$ cat src/rtl/timer_ctrl_if.sv
// Counter datapath bus: timer_ctrl (master) issues inc/clr strobes and observes
// the current count held by the external 0..MAX_COUNT counter (slave).
interface timer_ctrl_if;
  logic [6:0] cnt_val;
  logic       cnt_inc;
  logic       cnt_clr;

  modport master (input cnt_val, output cnt_inc, output cnt_clr);
  modport slave  (output cnt_val, input cnt_inc, input cnt_clr);
endinterface

$ cat src/rtl/timer_ctrl.sv
// Start/pause/clear timer controller with prescaled tick and key conditioning.
// Optional key debounce is enabled by defining TIMER_CTRL_DEBOUNCE_EN.

module timer_ctrl_key #(
  parameter int DEB_CYCLES = 1000000
) (
  input  logic clk,
  input  logic rst_n,
  input  logic key_n_i,
  output logic press_o
);
  logic [1:0] sync_q;

  // Two-stage synchroniser for the asynchronous key, idle level 1
  always_ff @(posedge clk or negedge rst_n) begin
    if (!rst_n) begin
      sync_q <= 2'b11;
    end else begin
      sync_q <= {sync_q[0], key_n_i};
    end
  end

`ifdef TIMER_CTRL_DEBOUNCE_EN
  localparam int DEB_W = (DEB_CYCLES > 1) ? $clog2(DEB_CYCLES) : 1;
  localparam logic [DEB_W-1:0] DEB_LAST = DEB_W'(DEB_CYCLES - 1);

  logic [DEB_W-1:0] deb_cnt_q, deb_cnt_d;
  logic             deb_lvl_q, deb_lvl_d;
  logic             press_q, press_d;

  // Accept a new level after DEB_CYCLES consecutive differing samples
  always_comb begin
    deb_cnt_d = {DEB_W{1'b0}};
    deb_lvl_d = deb_lvl_q;
    press_d   = 1'b0;
    if (sync_q[1] != deb_lvl_q) begin
      if (deb_cnt_q == DEB_LAST) begin
        deb_lvl_d = sync_q[1];
        press_d   = ~sync_q[1];
      end else begin
        deb_cnt_d = deb_cnt_q + {{(DEB_W-1){1'b0}}, 1'b1};
      end
    end else begin
      deb_cnt_d = {DEB_W{1'b0}};
    end
  end

  // Debounce state and registered press event
  always_ff @(posedge clk or negedge rst_n) begin
    if (!rst_n) begin
      deb_cnt_q <= {DEB_W{1'b0}};
      deb_lvl_q <= 1'b1;
      press_q   <= 1'b0;
    end else begin
      deb_cnt_q <= deb_cnt_d;
      deb_lvl_q <= deb_lvl_d;
      press_q   <= press_d;
    end
  end

  assign press_o = press_q;
`else
  logic prev_q;

  // Previous synchronised level for falling-edge detection
  always_ff @(posedge clk or negedge rst_n) begin
    if (!rst_n) begin
      prev_q <= 1'b1;
    end else begin
      prev_q <= sync_q[1];
    end
  end

  assign press_o = prev_q & ~sync_q[1];
`endif
endmodule

module timer_ctrl #(
  parameter int TICK_DIV   = 50000000,
  parameter int DEB_CYCLES = 1000000,
  parameter int MAX_COUNT  = 99
) (
  input  logic         clk,
  input  logic         rst_n,
  input  logic         sw_en,
  input  logic         btn_start_n,
  input  logic         btn_clear_n,
  input  logic         mode_oneshot,
  timer_ctrl_if.master cnt_bus,
  output logic         endone,
  output logic         disp_blank,
  output logic [2:0]   state
);
  typedef enum logic [2:0] {
    ST_OFF   = 3'd0,
    ST_IDLE  = 3'd1,
    ST_RUN   = 3'd2,
    ST_PAUSE = 3'd3,
    ST_DONE  = 3'd4
  } state_e;

  localparam logic [25:0] PRESC_LAST = 26'(TICK_DIV - 1);
  localparam logic [6:0]  CNT_LAST   = 7'(MAX_COUNT);

  state_e      state_q, state_d;
  logic [25:0] presc_q, presc_d;
  logic [1:0]  rst_sync_q;
  logic        inc_q, inc_d, clr_q, clr_d, end_q, end_d, blank_q, blank_d;
  logic        start_press_s, clear_press_s, tick_s, terminal_s, rst_done_s;

  timer_ctrl_key #(.DEB_CYCLES(DEB_CYCLES)) u_key_start (
    .clk(clk), .rst_n(rst_n), .key_n_i(btn_start_n), .press_o(start_press_s)
  );

  timer_ctrl_key #(.DEB_CYCLES(DEB_CYCLES)) u_key_clear (
    .clk(clk), .rst_n(rst_n), .key_n_i(btn_clear_n), .press_o(clear_press_s)
  );

  // Reset-release synchroniser; the FSM stays frozen until it has filled
  always_ff @(posedge clk or negedge rst_n) begin
    if (!rst_n) begin
      rst_sync_q <= 2'b00;
    end else begin
      rst_sync_q <= {rst_sync_q[0], 1'b1};
    end
  end

  assign rst_done_s = rst_sync_q[1];
  assign tick_s     = (state_q == ST_RUN) && (presc_q == PRESC_LAST);
  assign terminal_s = (cnt_bus.cnt_val >= CNT_LAST);

  // Next state, prescaler and strobe decode; priority sw_en > clear > tick > start
  always_comb begin
    state_d = state_q;
    presc_d = presc_q;
    inc_d   = 1'b0;
    clr_d   = 1'b0;
    end_d   = 1'b0;
    if (!rst_done_s) begin
      state_d = state_q;
    end else if (!sw_en) begin
      state_d = ST_OFF;
      presc_d = 26'd0;
      clr_d   = (state_q != ST_OFF);
    end else begin
      case (state_q)
        ST_OFF: begin
          state_d = ST_IDLE;
          presc_d = 26'd0;
        end
        ST_IDLE: begin
          if (clear_press_s) begin
            clr_d   = 1'b1;
            presc_d = 26'd0;
          end else if (start_press_s) begin
            state_d = ST_RUN;
            presc_d = 26'd0;
          end else begin
            state_d = ST_IDLE;
          end
        end
        ST_RUN: begin
          if (clear_press_s) begin
            state_d = ST_IDLE;
            clr_d   = 1'b1;
            presc_d = 26'd0;
          end else if (tick_s) begin
            presc_d = 26'd0;
            if (terminal_s && mode_oneshot) begin
              end_d   = 1'b1;
              state_d = ST_DONE;
            end else begin
              // Free-run at the terminal value relies on the datapath wrapping to 0
              end_d   = terminal_s;
              inc_d   = 1'b1;
              state_d = start_press_s ? ST_PAUSE : ST_RUN;
            end
          end else begin
            presc_d = presc_q + 26'd1;
            state_d = start_press_s ? ST_PAUSE : ST_RUN;
          end
        end
        ST_PAUSE: begin
          if (clear_press_s) begin
            state_d = ST_IDLE;
            clr_d   = 1'b1;
            presc_d = 26'd0;
          end else if (start_press_s) begin
            state_d = ST_RUN;
          end else begin
            state_d = ST_PAUSE;
          end
        end
        ST_DONE: begin
          if (clear_press_s) begin
            state_d = ST_IDLE;
            clr_d   = 1'b1;
            presc_d = 26'd0;
          end else if (start_press_s) begin
            state_d = ST_RUN;
            clr_d   = 1'b1;
            presc_d = 26'd0;
          end else begin
            state_d = ST_DONE;
          end
        end
        default: begin
          state_d = ST_OFF;
          presc_d = 26'd0;
        end
      endcase
    end
    blank_d = (state_d == ST_OFF);
  end

  // State, prescaler and registered output strobes
  always_ff @(posedge clk or negedge rst_n) begin
    if (!rst_n) begin
      state_q <= ST_OFF;
      presc_q <= 26'd0;
      inc_q   <= 1'b0;
      clr_q   <= 1'b0;
      end_q   <= 1'b0;
      blank_q <= 1'b1;
    end else begin
      state_q <= state_d;
      presc_q <= presc_d;
      inc_q   <= inc_d;
      clr_q   <= clr_d;
      end_q   <= end_d;
      blank_q <= blank_d;
    end
  end

  assign cnt_bus.cnt_inc = inc_q;
  assign cnt_bus.cnt_clr = clr_q;
  assign endone          = end_q;
  assign disp_blank      = blank_q;
  assign state           = state_q;
endmodule
$ cat src/flat_wrapper.sv
// flat-port wrapper written by rule: the top's interface ports become plain ports
module timer_ctrl_flat 
#(
  parameter int TICK_DIV   = 50000000,
  parameter int DEB_CYCLES = 1000000,
  parameter int MAX_COUNT  = 99
)
  (clk, rst_n, sw_en, btn_start_n, btn_clear_n, mode_oneshot, endone, disp_blank, state, cnt_bus_cnt_val, cnt_bus_cnt_inc, cnt_bus_cnt_clr);
  timer_ctrl_if cnt_bus_i ();
  input  logic clk;
  input  logic rst_n;
  input  logic sw_en;
  input  logic btn_start_n;
  input  logic btn_clear_n;
  input  logic mode_oneshot;
  output logic endone;
  output logic disp_blank;
  output logic [2:0] state;
  input wire logic [$bits(cnt_bus_i.cnt_val)-1:0] cnt_bus_cnt_val;
  output wire logic [$bits(cnt_bus_i.cnt_inc)-1:0] cnt_bus_cnt_inc;
  output wire logic [$bits(cnt_bus_i.cnt_clr)-1:0] cnt_bus_cnt_clr;
  assign cnt_bus_i.cnt_val = cnt_bus_cnt_val;
  assign cnt_bus_cnt_inc = cnt_bus_i.cnt_inc;
  assign cnt_bus_cnt_clr = cnt_bus_i.cnt_clr;
  timer_ctrl #(.TICK_DIV(TICK_DIV), .DEB_CYCLES(DEB_CYCLES), .MAX_COUNT(MAX_COUNT)) u_core (.clk(clk), .rst_n(rst_n), .sw_en(sw_en), .btn_start_n(btn_start_n), .btn_clear_n(btn_clear_n), .mode_oneshot(mode_oneshot), .cnt_bus(cnt_bus_i), .endone(endone), .disp_blank(disp_blank), .state(state));
endmodule
$ cat config.mk
export PLATFORM = sky130hd
export DESIGN_NAME = timer_ctrl_flat
export DESIGN_NICKNAME = d
export VERILOG_FILES = /design/src/rtl/timer_ctrl_if.sv /design/src/rtl/timer_ctrl.sv /design/src/flat_wrapper.sv
export SDC_FILE = /design/constraint.sdc
export NUM_CORES = 1
export LEC_CHECK = 0
export ABC_CLOCK_PERIOD_IN_PS = 4900
export CAP_MARGIN = 40
export CORE_MARGIN = 2
export CORE_UTILIZATION = 44
export CTS_CLUSTER_SIZE = 30
export DETAILED_ROUTE_END_ITERATION = 12
export HOLD_SLACK_MARGIN = 0.05
export SYNTH_ARGS = -nofsm -noshare
export SYNTH_HDL_FRONTEND = slang
export SYNTH_HIERARCHICAL = 1
export SYNTH_SLANG_ARGS = --single-unit
$ cat constraint.sdc
create_clock -name clk -period 4.9 [get_ports clk]
set_input_delay 0.98 -clock clk [delete_from_list [all_inputs] [get_ports clk]]
set_output_delay 0.98 -clock clk [all_outputs]
set_load 0.02 [all_outputs]
; Word level (Yosys, flattened, before mapping)
; Index checks and enable logic that the tools add are counted.
[op_classes]
n_addsub = 1
magnitude_cmp = 1
n_eq_ne = 7
mux = 38
bitwise_logic = 4
n_reduce_logical = 8
[op_table]
columns = cell, count
row1 = $mux W26, 6
row2 = $pmux W26 S3, 1
row3 = $mux W3, 9
row4 = $add A26 B1 Y26 const B, 1
row5 = $eq A26 B26 Y1 const B, 1
row6 = $mux W1, 19
row7 = $pmux W3 S5, 1
row8 = $ge A7 B7 Y1 const B, 1
row9 = $eq A3 B2 Y1 const B, 2
row10 = $logic_not A3 Y1, 2
row11 = $ne A4 B2 Y1 const B, 1
row12 = $eq A3 B1 Y1 const B, 1
row13 = $eq A3 B3 Y1 const B, 1
row14 = $ne A3 B2 Y1 const B, 1
row15 = $reduce_and A3 Y1, 1
row16 = $reduce_bool A3 Y1, 1
row17 = $reduce_or A3 Y1, 1
row18 = $and A1 B1 Y1, 2
row19 = $logic_and A1 B1 Y1, 2
row20 = $mux W2, 1
row21 = $not A1 Y1, 2
row22 = $pmux W1 S2, 1
row23 = $reduce_or A2 Y1, 1
[totals]
reg_bits = 41
input_bits = 13
out_inout_bits = 7
word_cells = 70

; Longest topological paths before layout
[depth]
depth_word = 10
depth_mapped = 9
depth_no_buf = 6

; By module
; Netlist, hierarchy kept.
[modules_own_cells]
columns = module, n_inst, cells_each, area_each_um2, seq_area_each_um2
row1 = timer_ctrl, 1, 224, 2057.0, 877.1
row2 = timer_ctrl_key, 2, 4, 92.6, 78.8

; Least setup slack after synthesis
; No wires, ideal clock.
[synth_path]
path_type = input -> register
from = in sw_en
to = reg u_core.presc_q[15]
setup_ps = 76
t_arrival_ps = 2238
required_time_ps = 4824
path_slack_ps = 2585
cell_stages = 5
n_path_buf = 0
path_cell_list = nand2b_4 -> or3_1 -> o21bai_1 -> or4_1 -> o21ai_1
[synth_between]
elab_chain_len = 2
word_cells_on_any_way = 4
cone_classes = eq/ne (2) / mux (1) / reduce/logical (1)
[synth_lines]
columns = item, line_no
row1 = "start, declared", flat_wrapper.sv:12  ; input logic sw_en;
row2 = $ne A4 B2 Y1 (no source line) or $ne A3 B2 Y1 (tied branches), --
row3 = $reduce_and A3 Y1 (no source line), --
row4 = "end signal, assigned", timer_ctrl.sv:227  ; presc_q <= presc_d;
row5 = "end, declared", timer_ctrl.sv:106  ; logic [25:0] presc_q, presc_d;
; Parallel ways exist; a longest one is shown, timed or not.
; A chain may end at the register's enable or synchronous reset.

; Worst setup path in the final report
[layout_path]
from = in sw_en
to = reg u_core.presc_q[20]
; The elaborated chain is that of the path after synthesis.

==> PnR_summary.wiki <==
{| class="wikitable"
! Metric !! Value
|-
| Status || completed
|-
| TritonCTS clock tree || built
|-
| Count of buffers inserted at the top-level ports || 19
|-
| Crit Path Category || input pin to flop
|-
| Total of hold buffers inserted after clock tree synthesis || 0
|-
| Proportion of netlist area held by the largest area contributor || 37.9%
|-
| Pwr/cell area || 276 nW/um^2
|-
| Area of the multi-input gates || 1130 sq um
|-
| Starting Density || 46.5%
|-
| TritonRoute pass-1 iters || 4
|-
| Max VDD drop || 0.164 mV
|-
| Fraction of final layout cells sized beyond drive strength 1 || 10.8%
|-
| Post-CTS setup repair buffer count || 0
|-
| Number of buffers added by the clock tree synthesis step || 5
|-
| First DRT Iteration DRCs || 125
|-
| Maximum fanout count along the critical path || 10
|-
| Finished Cell Area || 2590 sq um
|-
| Net switching component of the power || 0.169 mW
|-
| Global route overflow || 0
|-
| Cell taking the most area after synthesis || sky130_fd_sc_hd__dfrtp_1
|-
| Reg-to-reg slack, setup || 2.48 ns
|-
| Htree depth || 2
|-
| Count of boundary I/O pins || 20
|-
| Clock transition at the register clock pins on the worst setup and hold paths after CTS || 0.08 ns
|-
| Wire per inst || 15.5 microns
|-
| Average cell area after synthesis || 9.66 sq um
|-
| Initial antenna violation count || 0
|-
| Antenna fix cells || 0
|-
| Combinational share of power || 10.2%
|-
| Sequential cell area || 1030 sq um
|-
| Remaining max-slew budget at the tightest pin || 59.1%
|-
| Destination of the worst register-to-register timing path || u_core/presc_q[20]
|-
| Reported max-cap violation count || 0
|-
| Launch point of the worst reg-to-reg path || u_core/presc_q[10]
|-
| Die X || 75.4 microns
|-
| Root buffer cell || sky130_fd_sc_hd__clkbuf_8
|-
| Area added between synthesis and finish || 15.3%
|-
| Wire length of the first global-routing pass || 8330 microns
|-
| Int Pwr || 0.545 mW
|-
| Number of antenna-violating nets in the routed design || 0
|-
| Number of nets in the layout || 264
|-
| DRC Markers || 0
|-
| Clk buf depth || 2
|-
| Arrival time at the worst endpoint || 3.27 ns
|-
| Tightest Pin Transition || 0.612 ns
|-
| Placed wire-length estimate after detailed placement || 3520 microns
|-
| Number of setup violations in the final report || 0
|-
| Overall via count from detail_route || 1,823
|-
| Final cycle utilization of the critical path || 61.7%
|-
| Global placement routability congestion || 0.887
|-
| Register bit total from synthesis || 41
|-
| Leading cell types by total area after synthesis || sky130_fd_sc_hd__dfrtp_1 (38%), sky130_fd_sc_hd__dfstp_2 (8.2%), sky130_fd_sc_hd__o21ai_0 (4.0%)
|-
| Final number of hold-violating endpoints || 0
|-
| Share of total power consumed by net switching || 23.7%
|-
| Average vias per placed instance || 5.73
|-
| Worst Clk Skew || 0.00880 ns
|-
| Placed inst area || 2470 sq um
|-
| Fillers || 473
|-
| Overall fraction of global-route tracks in use || 19.3%
|-
| FMAX || 331 MHz
|-
| Floorplan die area || 5680 sq um
|-
| Worst hold start || u_core/rst_sync_q[0]
|-
| Number of enable flip-flop cells after synthesis || 0
|-
| Setup TNS || 0 ns
|-
| Chip Height || 75.4 microns
|-
| Worst Setup Start Kind || input pin
|-
| Count of cells resized by post-cts repair || 0
|-
| Post-layout minimum cycle time || 3.02 ns
|-
| Synth unique cells || 55
|-
| Async SR Flop Fraction || 100%
|-
| Setup repair after global routing missed its margin || no
|-
| Pins Over Slew Limit || 0
|-
| Worst Hold Path EP || u_core/rst_sync_q[1]
|-
| Total wire length after detailed routing || 4920 microns
|-
| Clock latency reported for the late side of the worst-skew pair || 0.30 ns
|-
| Site Rows || 25
|-
| Sequential share of power || 50.0%
|-
| Total number of yosys warnings || 6
|-
| Leakage power of the design || 1.02 nW
|-
| CP required || 5.14 ns
|-
| Syn_nets || 246
|-
| Synthesized instance count || 232
|-
| Logic depth of the worst register-to-register path || 6
|-
| Core outline area || 4820 sq um
|-
| Clock network fraction of total power || 39.8%
|-
| Largest net degree at the start of global routing || 28
|-
| Vias in the first global route || 1,682
|-
| Most used flip-flop cell after synthesis || sky130_fd_sc_hd__dfrtp_1
|-
| Worst min path class || flop to flop
|-
| Endpoint kind of the worst setup timing path || flop
|-
| Part of the Yosys area used for sequential elements || 46.1%
|-
| Num Clock Sinks || 41
|-
| Mapped cell area || 2240 sq um
|-
| Hold-critical path depth || 0
|}
layout make-up:
| cell class | instances | area share (%) |
|---|---|---|
| Clock inverter | 1 | 1.16 |
| Timing Repair Buffer | 21 | 8.22 |
| Clock buffer | 7 | 3.34 |
| Multi-Input combinational cell | 178 | 43.6 |
| Sequential cell | 41 | 40.0 |
| Tap cell | 67 | 3.24 |
| Inverter | 3 | 0.435 |
worst max-delay path, cell delays in order:
cell	delay, ns
sky130_fd_sc_hd__clkdlybuf4s50_1	0.59
sky130_fd_sc_hd__nand2b_4	0.12
sky130_fd_sc_hd__or3_1	0.42
sky130_fd_sc_hd__o21bai_1	0.27
sky130_fd_sc_hd__buf_4	0.22
sky130_fd_sc_hd__o21ai_0	0.43
sky130_fd_sc_hd__o22a_1	0.23
cells by family after synthesis:
kind of cell,count (synthesis),share of synthesized area [%]
fa+ha+maj,1,0.558
buf+inv,13,3.57
xor+xnor,7,2.73
flops,41,46.1
compound gates,62,18.9
other cells,1,0.167
simple gates,107,28.0
cells in the mapped netlist (3+ instances only):
cell type,instances
sky130_fd_sc_hd__o21ai_0,18
sky130_fd_sc_hd__nand4_1,6
sky130_fd_sc_hd__or4_1,10
sky130_fd_sc_hd__clkbuf_1,3
sky130_fd_sc_hd__o22a_1,3
sky130_fd_sc_hd__nand2b_1,4
sky130_fd_sc_hd__xor2_1,5
sky130_fd_sc_hd__nor2b_1,3
sky130_fd_sc_hd__dfstp_2,7
sky130_fd_sc_hd__o2111ai_1,4
sky130_fd_sc_hd__nor4_1,7
sky130_fd_sc_hd__dfrtp_1,34
sky130_fd_sc_hd__nand2_1,19
sky130_fd_sc_hd__or3_1,4
sky130_fd_sc_hd__inv_1,3
sky130_fd_sc_hd__nor3_1,6
sky130_fd_sc_hd__nand3_1,8
sky130_fd_sc_hd__and4_1,4
sky130_fd_sc_hd__nor2_1,19
sky130_fd_sc_hd__a21oi_1,11
sky130_fd_sc_hd__o31ai_1,6
sky130_fd_sc_hd__buf_2,4
layout by cell type, fill, tap and decap left out, types with 2 or more instances in the layout:
master                            count
sky130_fd_sc_hd__clkbuf_8             6
sky130_fd_sc_hd__nand2_1             19
sky130_fd_sc_hd__o21ai_1              2
sky130_fd_sc_hd__a21oi_1             11
sky130_fd_sc_hd__nand3_1              8
sky130_fd_sc_hd__dfstp_2              7
sky130_fd_sc_hd__nor4_1               7
sky130_fd_sc_hd__nor2b_1              3
sky130_fd_sc_hd__xnor2_1              2
sky130_fd_sc_hd__o22a_1               3
sky130_fd_sc_hd__and2_1               2
sky130_fd_sc_hd__o22ai_1              2
sky130_fd_sc_hd__o21ai_0             18
sky130_fd_sc_hd__o31ai_1              6
sky130_fd_sc_hd__nor2_1              19
sky130_fd_sc_hd__clkdlybuf4s50_1     18
sky130_fd_sc_hd__inv_1                3
sky130_fd_sc_hd__nor3_1               6
sky130_fd_sc_hd__a211oi_1             2
sky130_fd_sc_hd__o2111ai_1            4
sky130_fd_sc_hd__o211ai_1             2
sky130_fd_sc_hd__a2bb2oi_1            2
sky130_fd_sc_hd__and3_1               2
sky130_fd_sc_hd__nand2b_1             4
sky130_fd_sc_hd__dfrtp_1             34
sky130_fd_sc_hd__or4_1               10
sky130_fd_sc_hd__nand4_1              6
sky130_fd_sc_hd__nor2b_4              2
sky130_fd_sc_hd__xor2_1               5
sky130_fd_sc_hd__and4_1               4
sky130_fd_sc_hd__nand4_2              2
sky130_fd_sc_hd__or3_1                4
worst max-delay path by stage:
stage                from            endpoint  slack (ns)  cells past startpoint
global placement    sw_en  u_core/presc_q[20]        1.60                      6
global route        sw_en  u_core/presc_q[20]        1.69                      7
CTS                 sw_en  u_core/presc_q[20]        1.89                      7
finish              sw_en  u_core/presc_q[20]        1.88                      7
floorplan           sw_en  u_core/presc_q[15]        2.59                      5
detailed placement  sw_en  u_core/presc_q[20]        1.58                      7
power by group through the flow:
stage          Clock [mW]  Sequential [mW]  Combinational [mW]
2_1_floorplan           0            0.365              0.0420
3_3_place_gp            0            0.364              0.0716
3_5_place_dp            0            0.364              0.0745
4_1_cts             0.291            0.357              0.0746
5_1_grt             0.303            0.359              0.0812
6_report            0.284            0.357              0.0731
flip-flops by register name, summed over array words and instances, names as in the netlist:
register and count:
u_core/presc_q 26, u_core/state 3, u_core/rst_sync_q 2, u_core/u_key_clear/sync_q 2, u_core/u_key_start/sync_q 2, u_core/cnt_bus.cnt_clr 1
u_core/cnt_bus.cnt_inc 1, u_core/disp_blank 1, u_core/endone 1, u_core/u_key_clear/prev_q 1, u_core/u_key_start/prev_q 1
metrics by stage:
stage	setup slack [ns]	std cells	util, %	total power, mW	hold WS (ns)
finish	1.88	318	53.7	0.715	0.351
global route	1.69	318	53.7	0.743	0.362
CTS	1.89	318	53.7	0.722	0.354
detailed placement	1.58	310	51.3	0.438	0.336
global placement	1.60	308	50.7	0.435	0.334
floorplan	2.59	232	-	0.407	0.331
per-layer routing:
| layer | GRT usage [%] | up-vias | part of all wire, % |
|---|---|---|---|
| met1 | 29.8 | 861 | 52 |
| met3 | 2.91 | 7 | 5.1 |
| li1 | - | 910 | - |
| met4 | 7.02 | 0 | 1.5 |
| met5 | 0 | - | 0 |
| met2 | 27.4 | 45 | 41 |
No activity file was read; power rests on OpenSTA's default activity.
==> RTL change (same settings) <==
Add a define of `TIMER_CTRL_DEBOUNCE_EN`.
--- a/src/rtl/timer_ctrl.sv
+++ b/src/rtl/timer_ctrl.sv
@@ -1,5 +1,7 @@
 // Start/pause/clear timer controller with prescaled tick and key conditioning.
 // Optional key debounce is enabled by defining TIMER_CTRL_DEBOUNCE_EN.
+
+`define TIMER_CTRL_DEBOUNCE_EN
 
 module timer_ctrl_key #(
   parameter int DEB_CYCLES = 1000000
Formal check against the unedited RTL: not equivalent (Yosys sat finds a counterexample within 10 cycles, from zero or initial values and one cycle with rst_n low).
==> RTL change against the unedited design <==
Combinational power increased by 61%; total power grew 87%; worst setup slack better by 350 ps; cell area is 94% higher; first-iteration DRC count is 52% higher; clock power up 76%; area after synthesis increased by 100%; sequential cell count is 42 higher; critical path type unchanged; routed wire length rose by 89%.
==> RTL change: results (changes against the unedited design) <==
Placed design
  – RePlAce Congestion: 0.775 (was 0.887)
  – DP HPWL: 6450 um (was 3520 um)
  – Post-DP Area: 4820 sq um (was 2470 sq um)

Logic synthesis
  – Unique masters post-synth: 75 (was 55)
  – Commonest cells post-synth: dfrtp_1 (76), nor2_1 (44), nand2_1 (29) (was dfrtp_1 (34), nand2_1 (19), nor2_1 (19))
  – Post-Syn Nets: 472 (was 246)
  – Sequential-to-total area share from yosys stat: 0.465 (was 0.461)
  – Ys flop type: dfrtp_1 (unchanged)
  – Synth area leaders: dfrtp_1 (42%), dfstp_2 (4.1%), nor2_1 (3.7%), a21oi_1 (2.9%), xnor2_1 (2.5%) (was dfrtp_1 (38%), dfstp_2 (8.2%), o21ai_0 (4.0%), or4_1 (3.3%), nand2_1 (3.2%))

STA
  – Setup TNS: 0 ps (unchanged)
  – Clock Skew: 13.5 ps (was 8.80 ps)
  – Worst Tran Pin Value: 740 ps (was 612 ps)

Critical path
  – CP Max Fanout: 17 (was 10)
  – Reg2reg start: u_core/state[0] (was u_core/presc_q[10])
  – End of the worst register-to-register path: u_core/presc_q[0] (was u_core/presc_q[20])

Global route
  – Global-route met1 utilization: 0.247 (was 0.298)
  – Maximum number of pins on one net before global-route repair: 52 (was 28)
  – Vias in the first global route: 3,356 (was 1,682)
  – GRT Resource Usage Total: 0.179 (was 0.193)
  – Met3 Resource Use GR: 0.0449 (was 0.0291)
  – Global-route wire length before repair: 16,200 um (was 8330 um)

Clocking
  – CTS Root Cell: clkbuf_8 (unchanged)
  – CTS Buf Count: 9 (was 5)
  – CTS H-Tree Depth: 3 (was 2)
  – Clk_lat worst skew: 350 ps (was 300 ps)

Cells and area
  – Fill count: 924 (was 473)
  – Final nets: 490 (was 264)
  – Layout cells sized above 1: 0.140 (was 0.108)

Detailed routing
  – Routed met2 length: 4370 um (was 2040 um)
  – Met3 WL: 388 um (was 250 um)
  – Post-Route WL: 9290 um (was 4920 um)
  – Vias per std cell: 5.76 (was 5.73)
  – Met1 WL: 4440 um (was 2560 um)

Power and ir drop
  – Static Leak: 0.00196 uW (was 0.00102 uW)
  – Comb power frac: 0.088 (was 0.102)
  – Clk pwr share: 0.374 (was 0.398)

Status
  – Outcome: finished, final reports clean (unchanged)
## RTL change: cell count changes after synthesis, sizes merged, moves of 10 or more
cell   before  now
inv         3   16
nor2       19   45
xnor2       2   13
nand3       8   24
dfrtp      34   76
a21oi      11   26
nand2      19   29
nand4       8   18
a31oi       0   14
## RTL change: logic make-up after synthesis
| group | count (synthesis) | share of synthesized area |
|---|---|---|
| flip-flops | 83 | 0.465 |
| AO/OA/AOI/OAI | 103 | 0.156 |
| other | 1 | 0.000836 |
| buffers and inverters | 34 | 0.0335 |
| XOR/XNOR | 26 | 0.0508 |
| adder cells (fa/ha/maj) | 3 | 0.00837 |
| multiplexers | 5 | 0.0128 |
| AND/OR/NAND/NOR | 201 | 0.273 |
## RTL change: stage by stage
step,cells,power (uW),hold slack (ps)
2_1_floorplan,456,797,331
4_1_cts,612,1360,360
6_report,612,1340,358
3_3_place_gp,593,844,337
3_5_place_dp,596,852,343
5_1_grt,612,1400,364
## RTL change: layout make-up
type	instances	area, sq um	share of cell area
multi-input combinational	339	2250	0.447
clock inverter	5	62.6	0.0125
sequential	83	2090	0.415
tap	133	166	0.0331
clock buffer	11	141	0.0281
inverter	16	60.1	0.0120
timing repair buffer	25	260	0.0518
## RTL change: worst max-delay path by stage
stage	start	end	slack [ps]	cells after the start
after global routing	sw_en	u_core/presc_q[0]	2070	6
after floorplan	sw_en	u_core/presc_q[10]	2640	6
final	sw_en	u_core/presc_q[0]	2220	6
after detailed placement	sw_en	u_core/presc_q[0]	1870	6
after CTS	sw_en	u_core/presc_q[0]	2250	6
after global placement	sw_en	u_core/presc_q[8]	1680	6
## RTL change: worst max-delay path: cells and delay by family
kind	cells	cell delay, ps
buffers and inverters	2	840
AOI/OAI and AO/OA	1	460
and+or+nand+nor	2	350
muxes	1	280
